==> src/rtl/audio_pkg.sv <==
// Shared audio definitions: I2S slot/frame geometry, OSD volume encodings and
// the 17->16 bit saturation used by every mixer in the core.
package audio_pkg;

    localparam int SLOT_BITS  = 16;
    localparam int FRAME_BITS = 32;

    typedef enum logic [1:0] {
        VOL_MUTE = 2'd0,
        VOL_QTR  = 2'd1,
        VOL_HALF = 2'd2,
        VOL_FULL = 2'd3
    } vol_e;

    typedef logic signed [SLOT_BITS-1:0] sample_t;

    // Clamp a 17-bit signed sum into the 16-bit sample range.
    function automatic sample_t sat16(input logic signed [SLOT_BITS:0] x);
        if (x[SLOT_BITS] != x[SLOT_BITS-1]) begin
            sat16 = x[SLOT_BITS] ? sample_t'(16'h8000) : sample_t'(16'h7FFF);
        end else begin
            sat16 = sample_t'(x[SLOT_BITS-1:0]);
        end
    endfunction

    // Half bit-clock period in system clocks (64 half-periods per frame).
    function automatic int unsigned half_div(input int unsigned clk_hz,
                                             input int unsigned sample_rate);
        int unsigned h;
        h = clk_hz / (sample_rate * 64);
        half_div = (h < 1) ? 1 : h;
    endfunction

endpackage

==> src/rtl/audio_sample_prep.sv <==
// Sample preparation: volume scaling, optional saturated mono mix, and the
// one-entry holding register (data plus valid) feeding the I2S serializer.
module audio_sample_prep
    import audio_pkg::*;
(
    input  logic        clk,
    input  logic        reset_n,
    input  logic        load,
    input  logic        clear,
    input  logic [17:0] audio_l,
    input  logic [17:0] audio_r,
    input  logic [1:0]  volume,
    input  logic        mono,
    output logic [15:0] out_l,
    output logic [15:0] out_r,
    output logic        out_valid
);

    function automatic sample_t scale(input sample_t s, input vol_e v);
        // NOTE: every path assigns the result (default arm included) so no latch is inferred.
        case (v)
            VOL_MUTE: scale = '0;
            VOL_QTR:  scale = s >>> 2;
            VOL_HALF: scale = s >>> 1;
            default:  scale = s;
        endcase
    endfunction

    sample_t                   sl;
    sample_t                   sr;
    sample_t                   mix;
    logic signed [SLOT_BITS:0] sum;

    // The two LSBs of the 18-bit C64 samples are below DAC resolution.
    logic unused_lsbs;
    assign unused_lsbs = ^{audio_l[1:0], audio_r[1:0]};

    always_comb begin
        sl  = scale(sample_t'(audio_l[17:2]), vol_e'(volume));
        sr  = scale(sample_t'(audio_r[17:2]), vol_e'(volume));
        sum = {sl[SLOT_BITS-1], sl} + {sr[SLOT_BITS-1], sr};
        mix = sat16(sum);
    end

    // NOTE: state uses non-blocking assignments so all registers update together at the edge.
    always_ff @(posedge clk or negedge reset_n) begin
        if (!reset_n) begin
            out_l     <= '0;
            out_r     <= '0;
            out_valid <= 1'b0;
        end else begin
            if (load) begin
                out_l <= mono ? mix : sl;
                out_r <= mono ? mix : sr;
            end
            // A new pair stored in the same cycle the frame consumes the old one keeps the entry full.
            if (load) begin
                out_valid <= 1'b1;
            end else if (clear) begin
                out_valid <= 1'b0;
            end
        end
    end

endmodule

==> src/rtl/audio_i2s_tx.sv <==
// Philips I2S transmitter for the headphone DAC: bit-clock divider, frame
// counter, holding-register handshake and 32-bit output shift register.
module audio_i2s_tx
    import audio_pkg::*;
#(
    parameter int unsigned CLK_HZ      = 31500000,
    parameter int unsigned SAMPLE_RATE = 24000
) (
    input  logic        clk,
    input  logic        reset_n,
    input  logic        in_valid,
    output logic        in_ready,
    input  logic [17:0] audio_l,
    input  logic [17:0] audio_r,
    input  logic [1:0]  volume,
    input  logic        mono,
    output logic        hp_bck,
    output logic        hp_ws,
    output logic        hp_din,
    output logic        underrun
);

    localparam int unsigned HALF  = half_div(CLK_HZ, SAMPLE_RATE);
    localparam int unsigned DIV_W = (HALF > 1) ? $clog2(HALF) : 1;

    logic [DIV_W-1:0]      div_cnt;
    logic                  bck;
    logic [4:0]            bit_cnt;
    logic [4:0]            bit_nxt;
    logic                  ws_q;
    logic [FRAME_BITS-1:0] shreg;
    logic [SLOT_BITS-1:0]  last_l;
    logic [SLOT_BITS-1:0]  last_r;
    logic [SLOT_BITS-1:0]  hold_l;
    logic [SLOT_BITS-1:0]  hold_r;
    logic                  full;
    logic                  div_tc;
    logic                  fall_evt;
    logic                  frame_load;
    logic                  accept;

    assign div_tc     = (div_cnt == DIV_W'(HALF - 1));
    assign fall_evt   = div_tc && bck;
    assign frame_load = fall_evt && (bit_cnt == 5'd31);
    assign bit_nxt    = bit_cnt + 5'd1;
    assign in_ready   = !full || frame_load;
    assign accept     = in_valid && in_ready;

    assign hp_bck = bck;
    assign hp_ws  = ws_q;
    assign hp_din = shreg[FRAME_BITS-1];

    audio_sample_prep u_prep (
        .clk       (clk),
        .reset_n   (reset_n),
        .load      (accept),
        .clear     (frame_load),
        .audio_l   (audio_l),
        .audio_r   (audio_r),
        .volume    (volume),
        .mono      (mono),
        .out_l     (hold_l),
        .out_r     (hold_r),
        .out_valid (full)
    );

    always_ff @(posedge clk or negedge reset_n) begin
        if (!reset_n) begin
            div_cnt <= '0;
            bck     <= 1'b0;
        end else if (div_tc) begin
            div_cnt <= '0;
            bck     <= ~bck;
        end else begin
            div_cnt <= div_cnt + DIV_W'(1);
        end
    end

    // Frame state moves only on bck falling, so ws/din are stable across every rising edge.
    always_ff @(posedge clk or negedge reset_n) begin
        if (!reset_n) begin
            bit_cnt  <= 5'd31;
            ws_q     <= 1'b0;
            shreg    <= '0;
            last_l   <= '0;
            last_r   <= '0;
            underrun <= 1'b0;
        end else begin
            underrun <= frame_load && !full;
            if (fall_evt) begin
                bit_cnt <= bit_nxt;
                // WS leads the slot by one bit: high for the last left bit through the second-last right bit.
                ws_q    <= (bit_nxt >= 5'd15) && (bit_nxt <= 5'd30);
                if (frame_load) begin
                    if (full) begin
                        shreg  <= {hold_l, hold_r};
                        last_l <= hold_l;
                        last_r <= hold_r;
                    end else begin
                        shreg  <= {last_l, last_r};
                    end
                end else begin
                    shreg <= {shreg[FRAME_BITS-2:0], 1'b0};
                end
            end
        end
    end

endmodule

==> config.mk <==
export PLATFORM = sky130hd
export DESIGN_NAME = audio_i2s_tx
export DESIGN_NICKNAME = d
export VERILOG_FILES = /design/src/rtl/audio_pkg.sv /design/src/rtl/audio_sample_prep.sv /design/src/rtl/audio_i2s_tx.sv
export SDC_FILE = /design/constraint.sdc
export NUM_CORES = 1
export LEC_CHECK = 0
export BUFFER_PORTS_ARGS = -buffer_cell sky130_fd_sc_hd__buf_2
export CAP_MARGIN = 30
export CORE_AREA = 2 2 124 126
export CTS_CLUSTER_SIZE = 8
export DETAILED_ROUTE_END_ITERATION = 10
export DIE_AREA = 0 0 126 128
export GPL_ROUTABILITY_DRIVEN = 0
export GPL_TIMING_DRIVEN = 0
export MAX_ROUTING_LAYER = met4
export PLACE_DENSITY = 0.73
export SKIP_CTS_REPAIR_TIMING = 1
export SLEW_MARGIN = 20
export SYNTH_ARGS = -nofsm -noshare
export SYNTH_HDL_FRONTEND = slang
export SYNTH_SLANG_ARGS = --single-unit
==> constraint.sdc <==
create_clock -name clk -period 3 [get_ports clk]
set_input_delay 0.15 -clock clk [delete_from_list [all_inputs] [get_ports clk]]
set_output_delay 0.15 -clock clk [all_outputs]
set_load 0.05 [all_outputs]
Word-level counts from Yosys, hierarchy flattened
Cells that the tools add are included.

word-level totals
  register bits = 110
  bits of input ports = 42
  output and inout bits = 5
  word-level logic and storage cells = 43

cells by class
  add/sub/neg operators = 3
  magnitude comparators = 2
  equality and inequality tests = 5
  multiplexer cells = 11
  bitwise logic cells = 1
  reduce and logical (&&, ||, !) cells = 10

operator list
  operator               number
  $pmux W16 S3           2
  $mux W16               4
  $mux W32               2
  $add A16 B16 Y17       1
  $add A5 B1 Y5 const B  2
  $eq A5 B5 Y1 const B   2
  $ge A5 B4 Y1 const B   1
  $le A5 B5 Y1 const B   1
  $logic_and A1 B1 Y1    5
  $mux W5                1
  $reduce_and A3 Y1      1
  $eq A2 B1 Y1 const B   1
  $eq A2 B2 Y1 const B   1
  $logic_not A2 Y1       1
  $mux W1                2
  $reduce_bool A2 Y1     1
  $logic_not A1 Y1       1
  $logic_or A1 B1 Y1     1
  $ne A1 B1 Y1           1
  $not A1 Y1             1

Logic depth before layout (Yosys ltp)
Gate-level depths: netlist of the first run.

  depth after elaboration = 6
  gate-level depth with buffers = 15
  gate-level depth less buffers = 12

Cells and area by module
From an unflattened synthesis of the first run, not the netlist that was laid out.

unflattened totals
  cells, all modules = 693
  area total of the unflattened synthesis = 6,741.5 sq um

by module, submodules not included
  module             instances  cells each  area an instance (sq um)  seq. area each (sq um)
  audio_i2s_tx       1          342         3,783.6                   1,933.1
  audio_sample_prep  1          351         2,957.8                   825.8

Least setup slack after synthesis of the first run
OpenSTA, ideal clock, no wires.

  path type = input -> register
  start point = in volume[0]
  end point = reg u_prep.out_l[14]
  setup time = 126 ps
  data arrival time = 3,188 ps
  data required time = 2,874 ps
  path slack = -314 ps
  stages on the path = 13
  path buffers = 2
  cells stage by stage = buf_2 > buf_1 > mux2i_1 > a21oi_1 > ha_1 > fa_1 > a21oi_1 > o21ai_0 > a31o_4 > a21o_1 > a311oi_2 > nor3b_2 > o32a_1

on the way
  word-level cells in the longest chain between the ends = 6
  elaborated cells on any way between the ends = 10
  those cells by class = add/sub (1); eq/ne (3); mux (5); reduce/logical (1)

RTL lines
  element                                          line                              RTL
  from (decl)                                      audio_i2s_tx.sv:15                input logic [1:0] volume,
  $eq A2 B2 Y1, or another cell as far along       audio_sample_prep.sv:21           case (v)
  $pmux W16 S3                                     audio_sample_prep.sv:21
  $add A16 B16 Y17                                 audio_sample_prep.sv:41           sum = {sl[SLOT_BITS-1], sl} + {sr[SLOT_BITS-1], sr};
  $mux W16 / $ne A1 B1 Y1 (equally long branches)  audio_pkg.sv:20, audio_pkg.sv:19
  $mux W16                                         audio_pkg.sv:19                   if (x[SLOT_BITS] != x[SLOT_BITS-1]) begin
  $mux W16 *                                       audio_sample_prep.sv:53           out_l <= mono ? mix : sl;
  to (signal assigned)                             audio_sample_prep.sv:53
  to (decl)                                        audio_sample_prep.sv:14           output logic [15:0] out_l,

Mark *: on every way between the ends. The rest lies on a longest branch, timed or not.
A chain may end at the register's enable or synchronous reset.

Worst setup path after layout of the first run
  start point = in volume[0]
  end point = reg u_prep.out_l[9]

Same word-level chain as after synthesis.

==> results of run 1 <==
## through the flow
stage	utilization, %	cells	worst slack [ns]	hold WS, ns	TNS [ns]
2_1_floorplan	-	709	0.00382	-0.146	0
3_3_place_gp	47.2	938	-0.714	0.401	-18.13
3_5_place_dp	47.4	939	-0.750	0.150	-19.17
4_1_cts	49.3	955	-0.393	-0.219	-8.19
5_1_grt	51.3	962	-0.0141	0.0514	-0.0165
6_report	51.3	962	0.103	0.0384	0
## where the power goes
group / switching [W] / total [W] / internal (W) / leakage [nW]
Combinational: 0.000420 / 0.000739 / 0.000319 / 1.95
Clock: 0.000529 / 0.00114 / 0.000611 / 0.135
Sequential: 0.0000474 / 0.00157 / 0.00153 / 1.45
## routing by layer
metal | share of wire [%] | wire length (um) | vias to the layer above
met5 | 0 | 0 | -
met4 | 1.3 | 203 | 0
met3 | 3.5 | 536 | 15
met2 | 47 | 7140 | 128
met1 | 48 | 7320 | 2543
li1 | - | - | 2674
## cell usage in the layout (no fill, tap or decap), types with 15 or more instances in the layout
cell / Yosys / layout
a21oi_1: 76 / 60
clkbuf_1: 31 / 25
nor2_1: 33 / 32
mux2_2: 43 / 43
a31oi_1: 19 / 15
dfrtp_1: 105 / 105
o21ai_0: 79 / 70
buf_2: 8 / 44
mux2i_1: 47 / 46
ha_1: 21 / 15
nand2_1: 108 / 107
## worst min-delay path by stage
stage | start | endpoint | slack, ns | depth (start not counted)
after floorplan | reset_n | div_cnt[0] | -0.15 | 0
after global placement | in_valid | u_prep.out_valid | 0.40 | 2
after detailed placement | reset_n | div_cnt[4] | 0.15 | 1
after CTS | reset_n | div_cnt[4] | -0.22 | 1
after global routing | in_valid | u_prep.out_valid | 0.05 | 2
final | in_valid | u_prep.out_valid | 0.04 | 2
## Yosys cell counts (5+ instances only)
cell type / n / area (um^2)
o211ai_1: 10 / 75.1
a31oi_1: 19 / 119
a21oi_1: 76 / 380
clkbuf_1: 31 / 116
and2_1: 6 / 37.5
dfrtp_1: 105 / 2630
ha_1: 21 / 263
nand2_1: 108 / 405
inv_1: 12 / 45.0
o21ai_0: 79 / 395
o31ai_1: 5 / 37.5
xnor2_1: 10 / 87.6
nand3_1: 11 / 55.1
buf_1: 6 / 22.5
mux2i_1: 47 / 470
mux2_2: 43 / 484
buf_2: 8 / 40.0
a21o_1: 6 / 45.0
a22o_1: 5 / 43.8
nor2_1: 33 / 124
dfstp_2: 5 / 131
nand2b_1: 7 / 43.8
## worst max-delay path, delay by kind of cell
kind,cells,cell delay (ns)
AO/OA/AOI/OAI,7,1.43
AND/OR/NAND/NOR,2,0.27
multiplexers,1,0.34
adder cells (fa/ha/maj),2,0.62
buffers and inverters,2,0.29
## kinds of logic after synthesis
| group | Yosys count |
|---|---|
| adders and majority gates | 22 |
| muxes | 91 |
| AOI/OAI and AO/OA | 225 |
| xor gates and xnor gates | 14 |
| buffers and inverters | 58 |
| DFF | 110 |
| and+or+nand+nor | 189 |
## sequential cells by signal, summed over array words and instances, names as in the netlist
| name | flops |
|---|---|
| hp_ws | 1 |
| u_prep.out_l | 16 |
| bit_cnt | 5 |
| last_l | 16 |
| underrun | 1 |
| last_r | 16 |
| hp_bck | 1 |
| shreg | 32 |
| u_prep.out_r | 16 |
| u_prep.out_valid | 1 |
| div_cnt | 5 |
## area by class of cell
class | instances | share of cell area [%]
clock inverter | 4 | 0.377
sequential | 110 | 36.2
inverter | 12 | 0.590
clock buffer | 12 | 3.36
buffer | 45 | 3.10
tap | 188 | 3.08
multi-input combinational | 541 | 49.4
timing repair buffer | 50 | 3.95
==> results.toml, run 1 <==
[clock_network]
htreeDepth = 3
path_clk_slew_ns = 0.07
cts_tree = "built"
root_buffer = "clkbuf_16"
clock_sinks = 110
clock_latency_ns = 0.35
clock_path_buffers = 2
cts_buffers = 9

[routing]
wirelength_um = 15200
drt_iter0_drc = 356
vias = 5360
postRouteAntennaNets = 0
drc_errors = 0
first_pass_iters = 5
via_per_inst = 5.57
wire_per_inst_um = 15.8

[floorplan]
num_rows = 45
initial_core_util_pct = 44.0
die_area_um2 = 16100
die_h_um = 128
io_pins = 47
coreArea_um2 = 14900
fp.dieW_um = 126

[finish]
drive_above_1_share_pct = 22.9
n_fill_cell = 1392
antennaDiodeCount = 0
fin_nets = 833
seqCellArea_um2 = 2760
postLayoutCellArea_um2 = 7630
multi_input_area_um2 = 3770
syn_to_final_growth_pct = 16.5

[power]
p_leak_nw = 3.53
ir_drop_v = 0.000247
power_per_cell_area_nw_per_um2 = 453
power_w = 0.00345

[global_routing]
grt_start_max_net_pins = 57
overflow = 0
use_met3_pct = 2.25
grt_pass1_vias = 5074
grt_use_total_pct = 19.6
grt_pass1_wl_um = 25000
met1_usage_pct = 26.7
globalRouteMet2Util_pct = 31.4
antenna_found_initial = 0
top_usage_layer = "met2"

[synth]
synth_top_family_by_area = "compound AO/OA/AOI/OAI gates"
synth-simple-area-share_pct = 12.9
synthMuxAreaShare_pct = 14.8
synth_cells = 709
synth-seq-cells = 110
syn-num-nets = 773
ys_types = 56
syn_area_per_cell_um2 = 9.23
synth_compound_area_share_pct = 20.4
ys_warn_count = 0
synthAdderAreaFrac_pct = 4.32
ys_seq_area_share_pct = 42.1
synth_edf_count = 0
ys.flop_type = "dfrtp_1"
post_synth_xor_area_fraction_pct = 1.87
syn-cell-area_um2 = 6550
synth-async-reset-ratio_pct = 100

[setup_path]
cp.arrival_ns = 3.13
critical_path_class = "in2reg"
cp_max_fo = 10
startpoint_type = "primary input"
timing.reg2reg.setup_slack_ns = 0.42
worstPathRequired_ns = 3.23
crit_path_top_delay_cell = "fa_2"
worst_path_most_repeated_cell = "o21ai_1"
cpPeakStageDelay_ns = 0.38
reg2reg_from = "div_cnt[0]"
endpoint_kind = "flop"
reg2reg_to = "u_prep.out_l[9]"
cp-endpoint = "u_prep.out_l[9]"
reg2reg_depth = 9
worstPathCellList = "buf_2 -> buf_6 -> mux2_2 -> nand2_1 -> o21ai_1 -> ha_2 -> fa_2 -> a21oi_4 -> o21ai_1 -> a31o_4 -> a31oi_4 -> o21ai_1 -> and2_1 -> o32a_1"
crit_path_start = "volume[0]"

[timing]
finalClockSkew_ns = 0.0112
post-route-period-util_pct = 96.6
fmaxAchievable_ghz = 0.345
finalHoldViolCount = 0
setup_viol = 0
slew-limit-headroom_pct = 51.6
period_needed_ns = 2.90
drv_slew = 0
worstMarginPinSlew_ns = 0.726

[placed_design]
io_buffers = 41
dp_hpwl_um = 11400
place_area_um2 = 7040

[outcome]
outcome = "finished, final reports clean"

[flow_run]
maxCapViolations = 0

[hold_path]
hold_path_class = "in2reg"
No activity file was read; power rests on OpenSTA's default activity.
==> run 2, diff against run 1 <==
--- a/config.mk
+++ b/config.mk
@@ -5,16 +5,16 @@
 export SDC_FILE = /design/constraint.sdc
 export NUM_CORES = 1
 export LEC_CHECK = 0
-export BUFFER_PORTS_ARGS = -buffer_cell sky130_fd_sc_hd__buf_2
 export CAP_MARGIN = 30
 export CORE_AREA = 2 2 124 126
 export CTS_CLUSTER_SIZE = 8
 export DETAILED_ROUTE_END_ITERATION = 10
 export DIE_AREA = 0 0 126 128
+export DONT_BUFFER_PORTS = 1
 export GPL_ROUTABILITY_DRIVEN = 0
 export GPL_TIMING_DRIVEN = 0
 export MAX_ROUTING_LAYER = met4
-export PLACE_DENSITY = 0.73
+export PLACE_DENSITY = 0.7
 export SKIP_CTS_REPAIR_TIMING = 1
 export SLEW_MARGIN = 20
 export SYNTH_ARGS = -nofsm -noshare
==> run 2 against run 1 <==
Compared with the run above:
- design area down 3.8%
- routed wire length down 1.9%
- critical path type unchanged
- non-clock buffer count down 38
- largest cell class unchanged
==> results.toml, run 2 (synthesis results as in run 1) <==
[clock_network]
cts_tree = "built"
htreeDepth = 3
clock_sinks = 110
path_clk_slew_ns = 0.07
root_buffer = "clkbuf_16"
clock_path_buffers = 2
cts_buffers = 9
clock_latency_ns = 0.35

[finish]
fin_nets = 795
syn_to_final_growth_pct = 12.1
n_fill_cell = 1434
largest_register = "shreg"
final_common_cell = "nand2_1"
antennaDiodeCount = 0
layoutNonFillerInstCount = 923
multi_input_area_um2 = 3700
drive_above_1_share_pct = 17.8
largest_reg_flops = 32
layout_common_cells = "nand2_1 (106), dfrtp_1 (105), o21ai_0 (71)"
seqCellArea_um2 = 2760

[floorplan]
num_rows = 45
die_area_um2 = 16100
io_pins = 47
die_h_um = 128
coreArea_um2 = 14900
initial_core_util_pct = 44.0
fp.dieW_um = 126

[global_routing]
grt_pass1_vias = 5074
antenna_found_initial = 0
grt_start_max_net_pins = 111
overflow = 0
grt_use_total_pct = 19.4
grt_pass1_wl_um = 24700

[power]
p_leak_nw = 3.36
power_w = 0.00334
ir_drop_v = 0.000256
power_per_cell_area_nw_per_um2 = 455

[routing]
vias = 5200
postRouteAntennaNets = 0
drc_errors = 0
wirelength_um = 14900
wire_per_inst_um = 16.1
first_pass_iters = 4
drt_iter0_drc = 401
via_per_inst = 5.63

[setup_path]
cp.arrival_ns = 3.13
timing.reg2reg.setup_slack_ns = 0.30
cpPeakStageDelay_ns = 0.35
startpoint_type = "primary input"
worstPathCellList = "buf_4 -> buf_4 -> clkbuf_2 -> a21oi_1 -> a21oi_1 -> ha_1 -> and3_1 -> a221o_1 -> a31o_4 -> a31oi_4 -> o21ai_1 -> and2_1 -> o32a_1"
critical_path_class = "in2reg"
reg2reg_from = "div_cnt[0]"
cpLargestDelayFamily = "compound AO/OA/AOI/OAI gates"
crit_buf_inv = 3
cp_max_fo = 10
reg2reg_to = "u_prep.out_r[4]"
endpoint_kind = "flop"
crit_path_top_delay_cell = "o32a_1"
worstPathRequired_ns = 3.23
reg2reg_depth = 10

[hold_path]
min_path_cells = 3
min_to = "u_prep.out_l[15]"
hold_path_class = "in2reg"
hp-start = "audio_l[17]"

[timing]
drv_slew = 0
slew-limit-headroom_pct = 50.9
finalClockSkew_ns = 0.00738
finalHoldViolCount = 0
period_needed_ns = 2.90
fmaxAchievable_ghz = 0.345
worstMarginPinSlew_ns = 0.737
post-route-period-util_pct = 96.7
setup_viol = 0

[flow_run]
maxCapViolations = 0

[placed_design]
io_buffers = 0
numPlacedInstances = 897
dp_hpwl_um = 11200

[outcome]
outcome = "finished, final reports clean"
run 2: final cells by class:
cell class,count,share of cell area [%]
inverters,12,0.614
clock buffers,12,3.36
flip-flops and latches,110,37.6
well taps,188,3.21
multi-input cells,541,50.4
plain buffers,46,3.10
repair buffers,11,1.47
clock inverters,3,0.290
run 2: routing by layer:
| metal | vias to the layer above | GRT usage, % | part of all wire, % |
|---|---|---|---|
| li1 | 2591 | - | - |
| met1 | 2484 | 26.3 | 48 |
| met2 | 107 | 30.5 | 47 |
| met3 | 18 | 2.88 | 3.9 |
| met4 | 0 | 5.49 | 1.7 |
| met5 | - | - | 0 |
run 2: worst max path at each step:
stage          startpoint          endpoint  slack, ns  cells after the start
2_1_floorplan   volume[0]  u_prep.out_l[14]      0.004                     13
3_3_place_gp    volume[0]   u_prep.out_r[4]      -0.52                     13
3_5_place_dp    volume[1]   u_prep.out_l[4]      -0.62                     12
4_1_cts         volume[1]   u_prep.out_l[4]      -0.27                     12
5_1_grt         volume[0]  u_prep.out_l[14]      -0.03                     13
6_report        volume[0]   u_prep.out_l[9]        0.1                     13
run 2: worst register-to-register path: stages (launching register included):
cell	delay (ns)
dfrtp_1	0.40
ha_1	0.26
and4bb_1	0.25
and2_1	0.16
buf_2	0.16
nand2_1	0.18
nand2_2	0.25
nand2_1	0.31
clkbuf_1	0.38
a21oi_1	0.12
a21oi_1	0.16
run 2: where the power goes:
part           leakage [nW]  switching [W]  internal [W]  total (W)
Sequential             1.45      0.0000495       0.00153    0.00158
Clock                 0.129       0.000508      0.000582    0.00109
Combinational          1.78       0.000384      0.000290   0.000674
run 2: stage by stage:
stage | util, % | TNS, ns | area, um^2 | worst slack (ns) | hold slack, ns
4_1_cts | 47.6 | -3.99 | 7070 | -0.269 | -0.513
6_report | 49.4 | 0 | 7340 | 0.0994 | 0.155
3_3_place_gp | 45.8 | -12.36 | 6800 | -0.523 | -0.138
5_1_grt | 49.4 | -0.0807 | 7340 | -0.0317 | 0.164
2_1_floorplan | - | 0 | 6570 | 0.00382 | -0.146
3_5_place_dp | 45.8 | -14.33 | 6800 | -0.620 | -0.138
==> run 3, diff against run 2 <==
--- a/config.mk
+++ b/config.mk
@@ -5,16 +5,17 @@
 export SDC_FILE = /design/constraint.sdc
 export NUM_CORES = 1
 export LEC_CHECK = 0
+export ABC_AREA = 1
 export CAP_MARGIN = 30
-export CORE_AREA = 2 2 124 126
+export CORE_AREA = 2 2 138 140
 export CTS_CLUSTER_SIZE = 8
 export DETAILED_ROUTE_END_ITERATION = 10
-export DIE_AREA = 0 0 126 128
+export DIE_AREA = 0 0 140 142
 export DONT_BUFFER_PORTS = 1
 export GPL_ROUTABILITY_DRIVEN = 0
 export GPL_TIMING_DRIVEN = 0
 export MAX_ROUTING_LAYER = met4
-export PLACE_DENSITY = 0.7
+export PLACE_DENSITY = 0.61
 export SKIP_CTS_REPAIR_TIMING = 1
 export SLEW_MARGIN = 20
 export SYNTH_ARGS = -nofsm -noshare
==> run 3 against run 2 <==
Compared with the run above:
- the flow now finishes with violations (DRC)
- sequential power is 6% lower
- routed wire length is 9.5% higher
- die area is 23% higher
- area after synthesis is 1.6% higher
- power is 2.0% higher
- cell count is 24% higher
- critical endpoint is now u_prep.out_r[11]
- largest power group unchanged
==> results.toml, run 3 <==
[outcome]
outcome = "finished with violations"
violations = "DRC"

[setup_path]
worstPathRequired_ns = 3.25
critical_path_class = "in2reg"
endpoint_kind = "flop"
cp.arrival_ns = 2.94
crit_path_start = "volume[0]"
startpoint_type = "primary input"
reg2reg_from = "bit_cnt[0]"
cp_max_fo = 10

[synth]
ys_seq_area_share_pct = 41.5
synth_top_cell_by_area = "dfrtp_1"
ys_warn_count = 0
synth_cells = 889
ys_types = 39
yosys-top-cells-count = "nand2_1 (272), dfrtp_1 (105), a21oi_1 (97)"
ys.flop_type = "dfrtp_1"
synth.area.top_cells = "dfrtp_1 (40%), nand2_1 (15%), a21oi_1 (7.3%)"
syn-cell-area_um2 = 6650
synth_top_area_share_pct = 39.5
synth_edf_count = 0
synthMostInstantiatedCell = "nand2_1"
syn-num-nets = 953
synth-seq-cells = 110
syn_area_per_cell_um2 = 7.48
synth-async-reset-ratio_pct = 100

[routing]
wirelength_um = 16300
postRouteAntennaNets = 0
first_pass_iters = 8
vias = 5702
drt_iter0_drc = 392
via_per_inst = 5.00
drc_errors = 1
wire_per_inst_um = 14.3

[global_routing]
grt_pass1_wl_um = 27400
grt_use_total_pct = 17.6
antenna_found_initial = 0
grt_start_max_net_pins = 111
grt_pass1_vias = 5457
overflow = 0

[floorplan]
num_rows = 50
die_h_um = 142
coreArea_um2 = 18500
die_area_um2 = 19900
io_pins = 47
fp.dieW_um = 140
initial_core_util_pct = 36.0

[finish]
fin_nets = 966
final_common_cell = "nand2_1"
largest_reg_flops = 32
largest_register = "shreg"
drive_above_1_share_pct = 10.8
antennaDiodeCount = 0
syn_to_final_growth_pct = 10.3
n_fill_cell = 1936
layout_common_cells = "nand2_1 (272), dfrtp_1 (105), a21oi_1 (97)"
layoutNonFillerInstCount = 1141

[clock_network]
clock_path_buffers = 2
root_buffer = "clkbuf_16"
cts_tree = "built"
htreeDepth = 3
clock_latency_ns = 0.35
clock_sinks = 110
cts_buffers = 9
path_clk_slew_ns = 0.07

[power]
p_leak_nw = 3.91
clkPwrFrac_pct = 40.1
pwr-share-comb_pct = 16.4
switching_share_pct = 27.2
switchingPower_w = 0.000928
power_per_cell_area_nw_per_um2 = 465
power_frac_seq_pct = 43.5
power_w = 0.00341
ir_drop_v = 0.000259
intPower_w = 0.00248

[hold_path]
hold_path_class = "in2reg"
hp-start = "mono"

[flow_run]
maxCapViolations = 0

[timing]
setup_viol = 0
whs_ns = 0.0420
slew-limit-headroom_pct = 61.4
drv_slew = 0
period_needed_ns = 2.69
fmaxAchievable_ghz = 0.371
finalHoldViolCount = 0
post-route-period-util_pct = 89.7
rsz0062_at_grt = "no"
worstMarginPinSlew_ns = 0.576
finalClockSkew_ns = 0.00860

[placed_design]
dp_hpwl_um = 12400
io_buffers = 0
numPlacedInstances = 1123
-- run 3: cell count changes in the layout (fill, tap and decap cells not counted), sizes merged, moves of 18 or more --
cell    previous run  this run
a31oi             20         0
nand2            108       283
a21oi             76        99
inv               12        90
nand3             11        95
o21a               4        31
clkbuf            45        26
or2                2        20
o21ai             81        12
mux2              43         0
mux2i             48         0
-- run 3: cell type report --
cell class,instances,area (um^2),area share [%]
multi-input cells,650,3370,46.0
flip-flops and latches,110,2760,37.6
inverters,90,338,4.60
well taps,234,293,3.99
clock buffers,9,225,3.07
plain buffers,39,189,2.58
clock inverters,7,121,1.65
repair buffers,2,37.5,0.512
-- run 3: cell families after synthesis --
logic type                 share of synthesized area (%)
and+or+nand+nor                                     29.8
AOI/OAI and AO/OA                                   14.9
buffers and inverters                               7.86
DFF                                                 41.5
adders and majority gates                           4.25
xor gates and xnor gates                            1.71
-- run 3: per-layer routing --
layer	global-route usage, %	routed length (um)
met5	-	0
met4	4.89	261
met3	2.59	745
met2	27.5	7430
met1	24.1	7890
-- run 3: worst paths after layout --
path	slack, ns	endpoint	depth (start not counted)
worst max-delay path	0.31	u_prep.out_r[11]	19
worst min-delay path	0.04	u_prep.out_l[12]	4
worst max register to register	0.50	u_prep.out_l[1]	10
worst min register to register	0.47	div_cnt[0]	1
max in group asynchronous	2.17	bit_cnt[1]	2
min in group asynchronous	0.40	last_r[8]	2
-- run 3: per-stage QoR --
stage	setup slack, ns	cell area [um^2]	setup TNS (ns)	util [%]
detailed placement	-0.119	6940	-1.28	37.6
global route	0.0125	7340	0	39.8
finish	0.308	7340	0	39.8
global placement	-0.0987	6940	-0.646	37.6
CTS	0.233	7290	0	39.5
floorplan	0.549	6650	0	-
-- run 3: power by group through the flow --
stage,logic (W),clock network (W),registers [W]
2_1_floorplan,0.000413,0,0.00151
3_3_place_gp,0.000517,0,0.00151
3_5_place_dp,0.000518,0,0.00151
4_1_cts,0.000521,0.00139,0.00148
5_1_grt,0.000635,0.00146,0.00148
6_report,0.000560,0.00137,0.00148
-- run 3: critical path, stage by stage --
cell      delay, ns
clkinv_1       0.22
nand2_4        0.22
inv_1          0.16
nand2_1        0.09
nand3_1        0.14
ha_1           0.26
fa_1           0.41
nand2_1        0.11
nand2_1        0.08
nand3_1        0.09
nand2_1        0.13
nand2_1        0.12
nand3_1        0.09
nand2_2        0.15
nand2_4        0.14
nand3_2        0.11
nand3_1        0.15
nand2_1        0.10
inv_1          0.04
